### config.mk
export PLATFORM = sky130hd
export DESIGN_NAME = tri_512x162_4w_arb_flat
export DESIGN_NICKNAME = d
export VERILOG_FILES = /design/src/rtl/tri_512x162_4w_arb_pkg.sv /design/src/rtl/tri_512x162_4w_arb_if.sv /design/src/rtl/tri_512x162_4w_arb_rsp_pipe.sv /design/src/rtl/tri_512x162_4w_arb.sv /design/src/flat_wrapper.sv
export SDC_FILE = /design/constraint.sdc
export NUM_CORES = 1
export LEC_CHECK = 0
export BUFFER_PORTS_ARGS = -buffer_cell sky130_fd_sc_hd__buf_2
export CELL_PAD_IN_SITES_DETAIL_PLACEMENT = 0
export CELL_PAD_IN_SITES_GLOBAL_PLACEMENT = 1
export CORE_AREA = 2 2 148 150
export DETAILED_ROUTE_END_ITERATION = 10
export DIE_AREA = 0 0 150 152
export HOLD_SLACK_MARGIN = 0.06
export PLACE_DENSITY_LB_ADDON = 0.05
export SLEW_MARGIN = 10
export SYNTH_ARGS = -nofsm -noshare
export SYNTH_HDL_FRONTEND = slang
export SYNTH_SLANG_ARGS = --single-unit
### constraint.sdc
create_clock -name nclk -period 2.3 [get_ports nclk]
set_clock_uncertainty 0.1 [all_clocks]
set_input_delay 0 -clock nclk [delete_from_list [all_inputs] [get_ports nclk]]
set_output_delay 0 -clock nclk [all_outputs]
set_load 0.1 [all_outputs]
### src/rtl/tri_512x162_4w_arb_pkg.sv
// Shared types and constants for the 512x162 4-way tag array arbiter.
package tri_512x162_4w_arb_pkg;
  typedef enum logic {ST_INIT = 1'b0, ST_RUN = 1'b1} state_t;
  localparam int RD_LAT = 2;
  localparam int TAG_W  = 4;
endpackage

### src/rtl/tri_512x162_4w_arb_if.sv
// Request/response and array-side bundle between requesters and the arbiter.
interface tri_512x162_4w_arb_if #(
  parameter int ADDR_W = 9,
  parameter int DATA_W = 162,
  parameter int WAYS   = 4
) ();
  logic                                 init_req;
  logic                                 init_busy;
  logic                                 wr_val;
  logic                                 wr_rdy;
  logic [ADDR_W-1:0]                    wr_addr;
  logic [WAYS-1:0]                      wr_way;
  logic [DATA_W-1:0]                    wr_data;
  logic                                 rd_val;
  logic                                 rd_rdy;
  logic [ADDR_W-1:0]                    rd_addr;
  logic [tri_512x162_4w_arb_pkg::TAG_W-1:0] rd_tag;
  logic                                 rsp_val;
  logic [tri_512x162_4w_arb_pkg::TAG_W-1:0] rsp_tag;
  logic [1:0]                           ary_read_act;
  logic                                 ary_write_enable;
  logic [WAYS-1:0]                      ary_write_way;
  logic [ADDR_W-1:0]                    ary_addr;
  logic [DATA_W-1:0]                    ary_data_in;

  modport master (
    output init_req, wr_val, wr_addr, wr_way, wr_data, rd_val, rd_addr, rd_tag,
    input  init_busy, wr_rdy, rd_rdy, rsp_val, rsp_tag,
           ary_read_act, ary_write_enable, ary_write_way, ary_addr, ary_data_in
  );
  modport slave (
    input  init_req, wr_val, wr_addr, wr_way, wr_data, rd_val, rd_addr, rd_tag,
    output init_busy, wr_rdy, rd_rdy, rsp_val, rsp_tag,
           ary_read_act, ary_write_enable, ary_write_way, ary_addr, ary_data_in
  );
endinterface

### src/rtl/tri_512x162_4w_arb_rsp_pipe.sv
// Valid/tag delay line that tracks reads through the RAM stage and data_out latch.
module tri_512x162_4w_rsp_pipe
  import tri_512x162_4w_arb_pkg::*;
(
  input  logic             nclk,
  input  logic             rst_b,
  input  logic             in_val,
  input  logic [TAG_W-1:0] in_tag,
  output logic             out_val,
  output logic [TAG_W-1:0] out_tag
);
  logic [RD_LAT:1]            vld_pipe;
  logic [RD_LAT:1][TAG_W-1:0] tag_pipe;

  always_ff @(posedge nclk or negedge rst_b) begin
    if (!rst_b) begin
      vld_pipe <= '0;
      tag_pipe <= '0;
    end else begin
      vld_pipe[1] <= in_val;
      tag_pipe[1] <= in_tag;
      for (int i = 2; i <= RD_LAT; i++) begin
        vld_pipe[i] <= vld_pipe[i-1];
        tag_pipe[i] <= tag_pipe[i-1];
      end
    end
  end

  assign out_val = vld_pipe[RD_LAT];
  assign out_tag = tag_pipe[RD_LAT];
endmodule

### src/rtl/tri_512x162_4w_arb.sv
// Single-port tag array arbiter: power-on/requested clear sweep, then write-over-read
// arbitration with a starvation escape for reads.
module tri_512x162_4w_arb
  import tri_512x162_4w_arb_pkg::*;
#(
  parameter int ADDR_W     = 9,
  parameter int DATA_W     = 162,
  parameter int WAYS       = 4,
  parameter int STARVE_MAX = 4
) (
  input logic                 nclk,
  input logic                 rst_b,
  tri_512x162_4w_arb_if.slave bus
);
  localparam int SW = $clog2(STARVE_MAX + 1);
  localparam logic [SW-1:0] SMAX = SW'(STARVE_MAX);

  state_t            state, state_nx;
  logic [ADDR_W-1:0] cnt, cnt_nx;
  logic [SW-1:0]     starve, starve_nx;
  logic              run, rd_win, wr_gnt, rd_gnt;

  always_ff @(posedge nclk or negedge rst_b) begin
    if (!rst_b) begin
      state  <= ST_INIT;
      cnt    <= '0;
      starve <= '0;
    end else begin
      state  <= state_nx;
      cnt    <= cnt_nx;
      starve <= starve_nx;
    end
  end

  // Ready depends only on the other port's valid, never on its own.
  assign run         = (state == ST_RUN);
  assign rd_win      = (starve == SMAX);
  assign bus.wr_rdy  = run & ~(bus.rd_val & rd_win);
  assign bus.rd_rdy  = run & (~bus.wr_val | rd_win);
  assign wr_gnt      = bus.wr_val & bus.wr_rdy;
  assign rd_gnt      = bus.rd_val & bus.rd_rdy;
  assign bus.init_busy = ~run;

  always_comb begin
    state_nx             = state;
    cnt_nx               = cnt;
    bus.ary_read_act     = 2'b00;
    bus.ary_write_enable = 1'b0;
    bus.ary_write_way    = '0;
    bus.ary_addr         = '0;
    bus.ary_data_in      = '0;
    case (state)
      ST_INIT: begin
        bus.ary_write_enable = rst_b;
        bus.ary_write_way    = '1;
        bus.ary_addr         = cnt;
        cnt_nx               = cnt + 1'b1;
        if (cnt == '1) state_nx = ST_RUN;
      end
      ST_RUN: begin
        if (bus.init_req) begin
          state_nx = ST_INIT;
          cnt_nx   = '0;
        end
        if (wr_gnt) begin
          bus.ary_write_enable = 1'b1;
          bus.ary_write_way    = bus.wr_way;
          bus.ary_addr         = bus.wr_addr;
          bus.ary_data_in      = bus.wr_data;
        end else if (rd_gnt) begin
          bus.ary_read_act = 2'b11;
          bus.ary_addr     = bus.rd_addr;
        end
      end
      default: state_nx = ST_INIT;
    endcase
  end

  always_comb begin
    starve_nx = '0;
    if (bus.rd_val && !rd_gnt) starve_nx = rd_win ? starve : starve + 1'b1;
  end

  tri_512x162_4w_rsp_pipe u_rsp_pipe (
    .nclk    (nclk),
    .rst_b   (rst_b),
    .in_val  (rd_gnt),
    .in_tag  (bus.rd_tag),
    .out_val (bus.rsp_val),
    .out_tag (bus.rsp_tag)
  );
endmodule

### src/flat_wrapper.sv
// flat-port wrapper written by rule: the top's interface ports become plain ports
module tri_512x162_4w_arb_flat import tri_512x162_4w_arb_pkg::*;
#(
  parameter int ADDR_W     = 9,
  parameter int DATA_W     = 162,
  parameter int WAYS       = 4,
  parameter int STARVE_MAX = 4
)
  (nclk, rst_b, bus_init_req, bus_wr_val, bus_wr_addr, bus_wr_way, bus_wr_data, bus_rd_val, bus_rd_addr, bus_rd_tag, bus_init_busy, bus_wr_rdy, bus_rd_rdy, bus_rsp_val, bus_rsp_tag, bus_ary_read_act, bus_ary_write_enable, bus_ary_write_way, bus_ary_addr, bus_ary_data_in);
  tri_512x162_4w_arb_if #(.ADDR_W(ADDR_W), .DATA_W(DATA_W), .WAYS(WAYS)) bus_i ();
  input logic nclk;
  input logic rst_b;
  input wire logic [$bits(bus_i.init_req)-1:0] bus_init_req;
  input wire logic [$bits(bus_i.wr_val)-1:0] bus_wr_val;
  input wire logic [$bits(bus_i.wr_addr)-1:0] bus_wr_addr;
  input wire logic [$bits(bus_i.wr_way)-1:0] bus_wr_way;
  input wire logic [$bits(bus_i.wr_data)-1:0] bus_wr_data;
  input wire logic [$bits(bus_i.rd_val)-1:0] bus_rd_val;
  input wire logic [$bits(bus_i.rd_addr)-1:0] bus_rd_addr;
  input wire logic [$bits(bus_i.rd_tag)-1:0] bus_rd_tag;
  output wire logic [$bits(bus_i.init_busy)-1:0] bus_init_busy;
  output wire logic [$bits(bus_i.wr_rdy)-1:0] bus_wr_rdy;
  output wire logic [$bits(bus_i.rd_rdy)-1:0] bus_rd_rdy;
  output wire logic [$bits(bus_i.rsp_val)-1:0] bus_rsp_val;
  output wire logic [$bits(bus_i.rsp_tag)-1:0] bus_rsp_tag;
  output wire logic [$bits(bus_i.ary_read_act)-1:0] bus_ary_read_act;
  output wire logic [$bits(bus_i.ary_write_enable)-1:0] bus_ary_write_enable;
  output wire logic [$bits(bus_i.ary_write_way)-1:0] bus_ary_write_way;
  output wire logic [$bits(bus_i.ary_addr)-1:0] bus_ary_addr;
  output wire logic [$bits(bus_i.ary_data_in)-1:0] bus_ary_data_in;
  assign bus_i.init_req = bus_init_req;
  assign bus_i.wr_val = bus_wr_val;
  assign bus_i.wr_addr = bus_wr_addr;
  assign bus_i.wr_way = bus_wr_way;
  assign bus_i.wr_data = bus_wr_data;
  assign bus_i.rd_val = bus_rd_val;
  assign bus_i.rd_addr = bus_rd_addr;
  assign bus_i.rd_tag = bus_rd_tag;
  assign bus_init_busy = bus_i.init_busy;
  assign bus_wr_rdy = bus_i.wr_rdy;
  assign bus_rd_rdy = bus_i.rd_rdy;
  assign bus_rsp_val = bus_i.rsp_val;
  assign bus_rsp_tag = bus_i.rsp_tag;
  assign bus_ary_read_act = bus_i.ary_read_act;
  assign bus_ary_write_enable = bus_i.ary_write_enable;
  assign bus_ary_write_way = bus_i.ary_write_way;
  assign bus_ary_addr = bus_i.ary_addr;
  assign bus_ary_data_in = bus_i.ary_data_in;
  tri_512x162_4w_arb #(.ADDR_W(ADDR_W), .DATA_W(DATA_W), .WAYS(WAYS), .STARVE_MAX(STARVE_MAX)) u_core (.nclk(nclk), .rst_b(rst_b), .bus(bus_i));
endmodule
==> summary.txt <==
CTS
  – Number of buffers inserted during clock tree synthesis: 3
  – Worst-path clk slew: 0.06 ns
  – CTS max path bufs: 2
  – H-tree depth reported by CTS: 1
  – Worst-Skew Late Latency: between 0.2 and 0.3 ns
  – CTS tree: built
  – Number of sinks on the clock net: 23
  – Clock Root Buffer: clkbuf_16

Logic synthesis
  – Share of Yosys cell area claimed by the top area cell type: a little over two fifths
  – Combinational family with the most area after synthesis: simple AND/OR/NAND/NOR gates
  – Proportion of synthesized area in mux cells: less than 1%
  – Xor/xnor cell area share of the yosys netlist: under 10%
  – Number of warnings issued by yosys: 0
  – Net count of the mapped netlist: ~500
  – Most common flop cell mapped by yosys: dfrtp_1
  – Fraction of registers with async set or reset after synthesis: 100%
  – Yosys cell types: 33
  – Cell type contributing the most total cell area after synthesis: and2_1
  – Adder and majority gate portion of the synthesized area: under 10%
  – Number of synthesized flops with an enable pin: 0
  – Cell area after synthesis: between 2000 and 2500 µm²
  – Average size of a mapped cell: roughly 8 µm²
  – Register area share after synthesis: about a quarter
  – Number of register bits inferred by synthesis: 23
  – Post-synthesis cell count: approximately 300
  – Simple-Gate Fraction of Synth Area: 51.8%
  – Top cells by area, synth: and2_1 (43%), dfrtp_1 (24%), a221o_1 (3.8%)
  – Compound-cell area share of the yosys netlist: between 10 and 15%

Pwr
  – Fraction of power consumed by sequential logic: around a quarter
  – Leakage power summed over all cells: between 0.003 and 0.004 µW
  – Highest ir drop seen on vdd: roughly 0.76 mV
  – Switching power as a share of total power: a little under half
  – Power density of the placed cells: 336 nW/µm²
  – Relative contribution of combinational cells to total power: between 60% and 70%
  – Final total power: 2510 µW
  – Internal: 1340 µW
  – Part of the total power dissipated in the clock network: between 15 and 20%
  – Power dissipated by switching net loads: 1170 µW

Drt
  – Final routed DRC violation total: 0
  – First-pass iteration count of the detailed router: 4
  – Remaining antenna violation count: 0
  – Routed wire per std cell: 18.9 µm
  – DR iter-0 viols: between 100 and 150
  – Ratio of routed vias to standard cells: ~3.7
  – Via count of the routed design: around 3500
  – Sum of routed wire length over all layers: about 18 mm

Final layout
  – Non-Filler Instances: ~960
  – Post-layout nets: 872
  – # fillers: approximately 2200
  – Share of final-layout standard cells stronger than drive strength 1: between 60% and 70%
  – Area taken by flip-flops and latches: around 580 µm²
  – Area of the multi-input gates: 1620 µm²
  – Area overhead of the layout relative to synthesis: 217%

Global routing
  – Number of global-route vias before repair: ~3600
  – Total gr overflow: 0
  – Largest net degree at the start of global routing: 34
  – Antenna violations before repair: 9
  – First-pass GRT wire length: 25.3 mm
  – GRT Overall Usage: between 10 and 15%

Timing
  – Final Hold Vio Count: 0
  – Headroom to the max-slew limit: about 67%
  – Minimum period implied by the final worst setup slack: 2.18 ns
  – Actual slew at the worst max-slew pin: about 0.50 ns
  – Hold slack: approximately 0.16 ns
  – Final setup violation count: 0
  – Unrepaired setup endpoints after global routing: false
  – Portion of the clock cycle consumed by the worst path in the final layout: about 95%
  – Final Max Slew Viols: 0
  – Crit path setup slack, layout: 0.117 ns
  – Peak clock frequency supported by timing: approximately 0.46 GHz
  – Setup tns final: 0 ns

Critical path
  – Worst endpoint required time: between 2 and 2.5 ns
  – Arrival time worst endpoint: ~2.1 ns
  – End of the worst register-to-register path: u_core.cnt[8]$_DFFE_PN0P_
  – Startpoint of the lowest-slack register-to-register path: u_core.cnt[0]$_DFFE_PN0P_
  – Max FO, Critical Path: 10
  – CP endpoint kind: primary output
  – Worst setup path class: reg -> out
  – Reg-to-reg slack, setup: about 0.66 ns
  – Startpoint type of the worst setup path: flip-flop
  – R2R depth: 5

Die
  – Placeable core region: 21400 µm²
  – Num ports: 379
  – Floorplan row count: 54
  – Starting density of the core: around 11%
  – Die width: 150 µm
  – DIE AREA: roughly 23000 µm²
  – Chip height: between 150 and 200 µm

Place
  – Total half-perimeter wirelength after legalization and detailed placement: ~16 mm
  – Placed cells: 940
  – Weighted congestion at the end of routability-driven global placement: around 0.84
  – Worst setup slack before clock tree synthesis: ~0.31 ns
  – Count of buffers inserted at the top-level ports: about 380

Run status
  – Run status: finished, final reports clean

Min path
  – Path type of the worst min-delay path: in -> async

Run
  – Count of max-cap constraint violations: 0
-- power by group through the flow --
stage | combinational [µW] | clock (µW) | sequential, µW
final | 1520 | 384 | 602
after global routing | 1600 | 420 | 618
after CTS | 1530 | 396 | 604
after detailed placement | 1520 | 0 | 610
after global placement | 1510 | 0 | 607
after floorplan | 926 | 0 | 563
-- sequential cells by signal, indices dropped and copies added (netlist names) --
name / flops
u_core.run: 1
u_core.u_rsp_pipe.out_tag: 4
u_core.cnt: 9
u_core.u_rsp_pipe.tag_pipe: 4
u_core.u_rsp_pipe.vld_pipe: 2
u_core.starve: 3
-- worst max-delay path: stages, from the launching register on --
cell,delay (ns)
dfrtp_1,0.38
inv_1,0.14
ha_4,0.18
nand3_2,0.11
and3_4,0.26
buf_4,0.18
a221o_1,0.39
buf_12,0.18
-- cell usage after synthesis, types with 4 or more instances --
cell,number
dfrtp_1,23
ha_1,4
a21oi_1,4
inv_1,5
buf_2,11
a21o_1,6
buf_4,5
clkbuf_1,4
o21ai_0,4
clkbuf_2,5
a221o_1,9
nand3_1,8
nand2_1,9
nor2b_1,9
buf_6,4
and2_1,163
o211ai_1,4
-- worst max-delay path by stage --
stage / from / to / slack (ns) / depth (start not counted)
5_1_grt: u_core.starve[0]$_DFFE_PN0P_ / bus_ary_addr[7] / 0.008 / 7
2_1_floorplan: u_core.starve[0]$_DFFE_PN0P_ / bus_ary_read_act[1] / 0.07 / 5
3_3_place_gp: u_core.starve[0]$_DFFE_PN0P_ / bus_ary_data_in[24] / 0.32 / 8
6_report: u_core.starve[0]$_DFFE_PN0P_ / bus_ary_addr[1] / 0.12 / 7
4_1_cts: u_core.starve[0]$_DFFE_PN0P_ / bus_ary_data_in[107] / 0.02 / 8
3_5_place_dp: u_core.starve[0]$_DFFE_PN0P_ / bus_ary_data_in[108] / 0.31 / 8
-- through the flow --
step	area, µm²	utilization [%]
6_report	7470	35.0
5_1_grt	7470	35.0
4_1_cts	7410	34.7
3_5_place_dp	7260	34.0
3_3_place_gp	7260	34.0
2_1_floorplan	2380	-
-- area by class of cell --
type,instances,area share [%]
inverters,5,0.251
clock buffers,3,1.01
repair buffers,399,64.3
diodes,5,0.168
flip-flops and latches,23,7.71
well taps,280,4.69
multi-input cells,243,21.7
clock inverters,1,0.101
-- metal layers --
metal | track usage, % | vias up | part of all wire [%]
met5 | 0 | - | 0.17
met4 | 2.74 | 4 | 0.90
met3 | 4.20 | 16 | 8.4
met2 | 29.1 | 158 | 56
met1 | 15.9 | 1614 | 34
li1 | - | 1715 | -
-- repair_timing --
action                                  CTS  global route
hold buffers                              7             0
gates resized for setup                   0             4
buffers inserted                          0             2
hold endpoints to repair                 35             0
endpoints found under the setup margin    0           133
-- cells by family (layout without fill, tap and decap cells) --
logic type                 count (synthesis)  count (layout)
DFF                                       23              23
other                                      0               5
muxes                                      1               1
xor gates and xnor gates                   3               3
AOI/OAI and AO/OA                         34              34
adders and majority gates                  4               4
buffers and inverters                     36             408
and+or+nand+nor                          200             201
-- cell usage in the layout (no fill, tap or decap), types with 3 or more instances in the layout --
master	synthesis	layout
dlygate4sd3_1	0	7
buf_12	0	183
buf_4	5	10
inv_1	5	5
nand2_1	9	8
ha_1	4	3
o22ai_1	3	3
a21o_1	6	6
a21oi_1	4	3
o21ai_0	4	4
buf_2	11	199
a221o_1	9	9
or4_1	3	3
dfrtp_1	23	23
and2_1	163	163
clkbuf_16	0	3
nand3_1	8	7
nor2b_1	9	9
diode_2	0	5
o211ai_1	4	4
No activity file was read; power rests on OpenSTA's default activity.
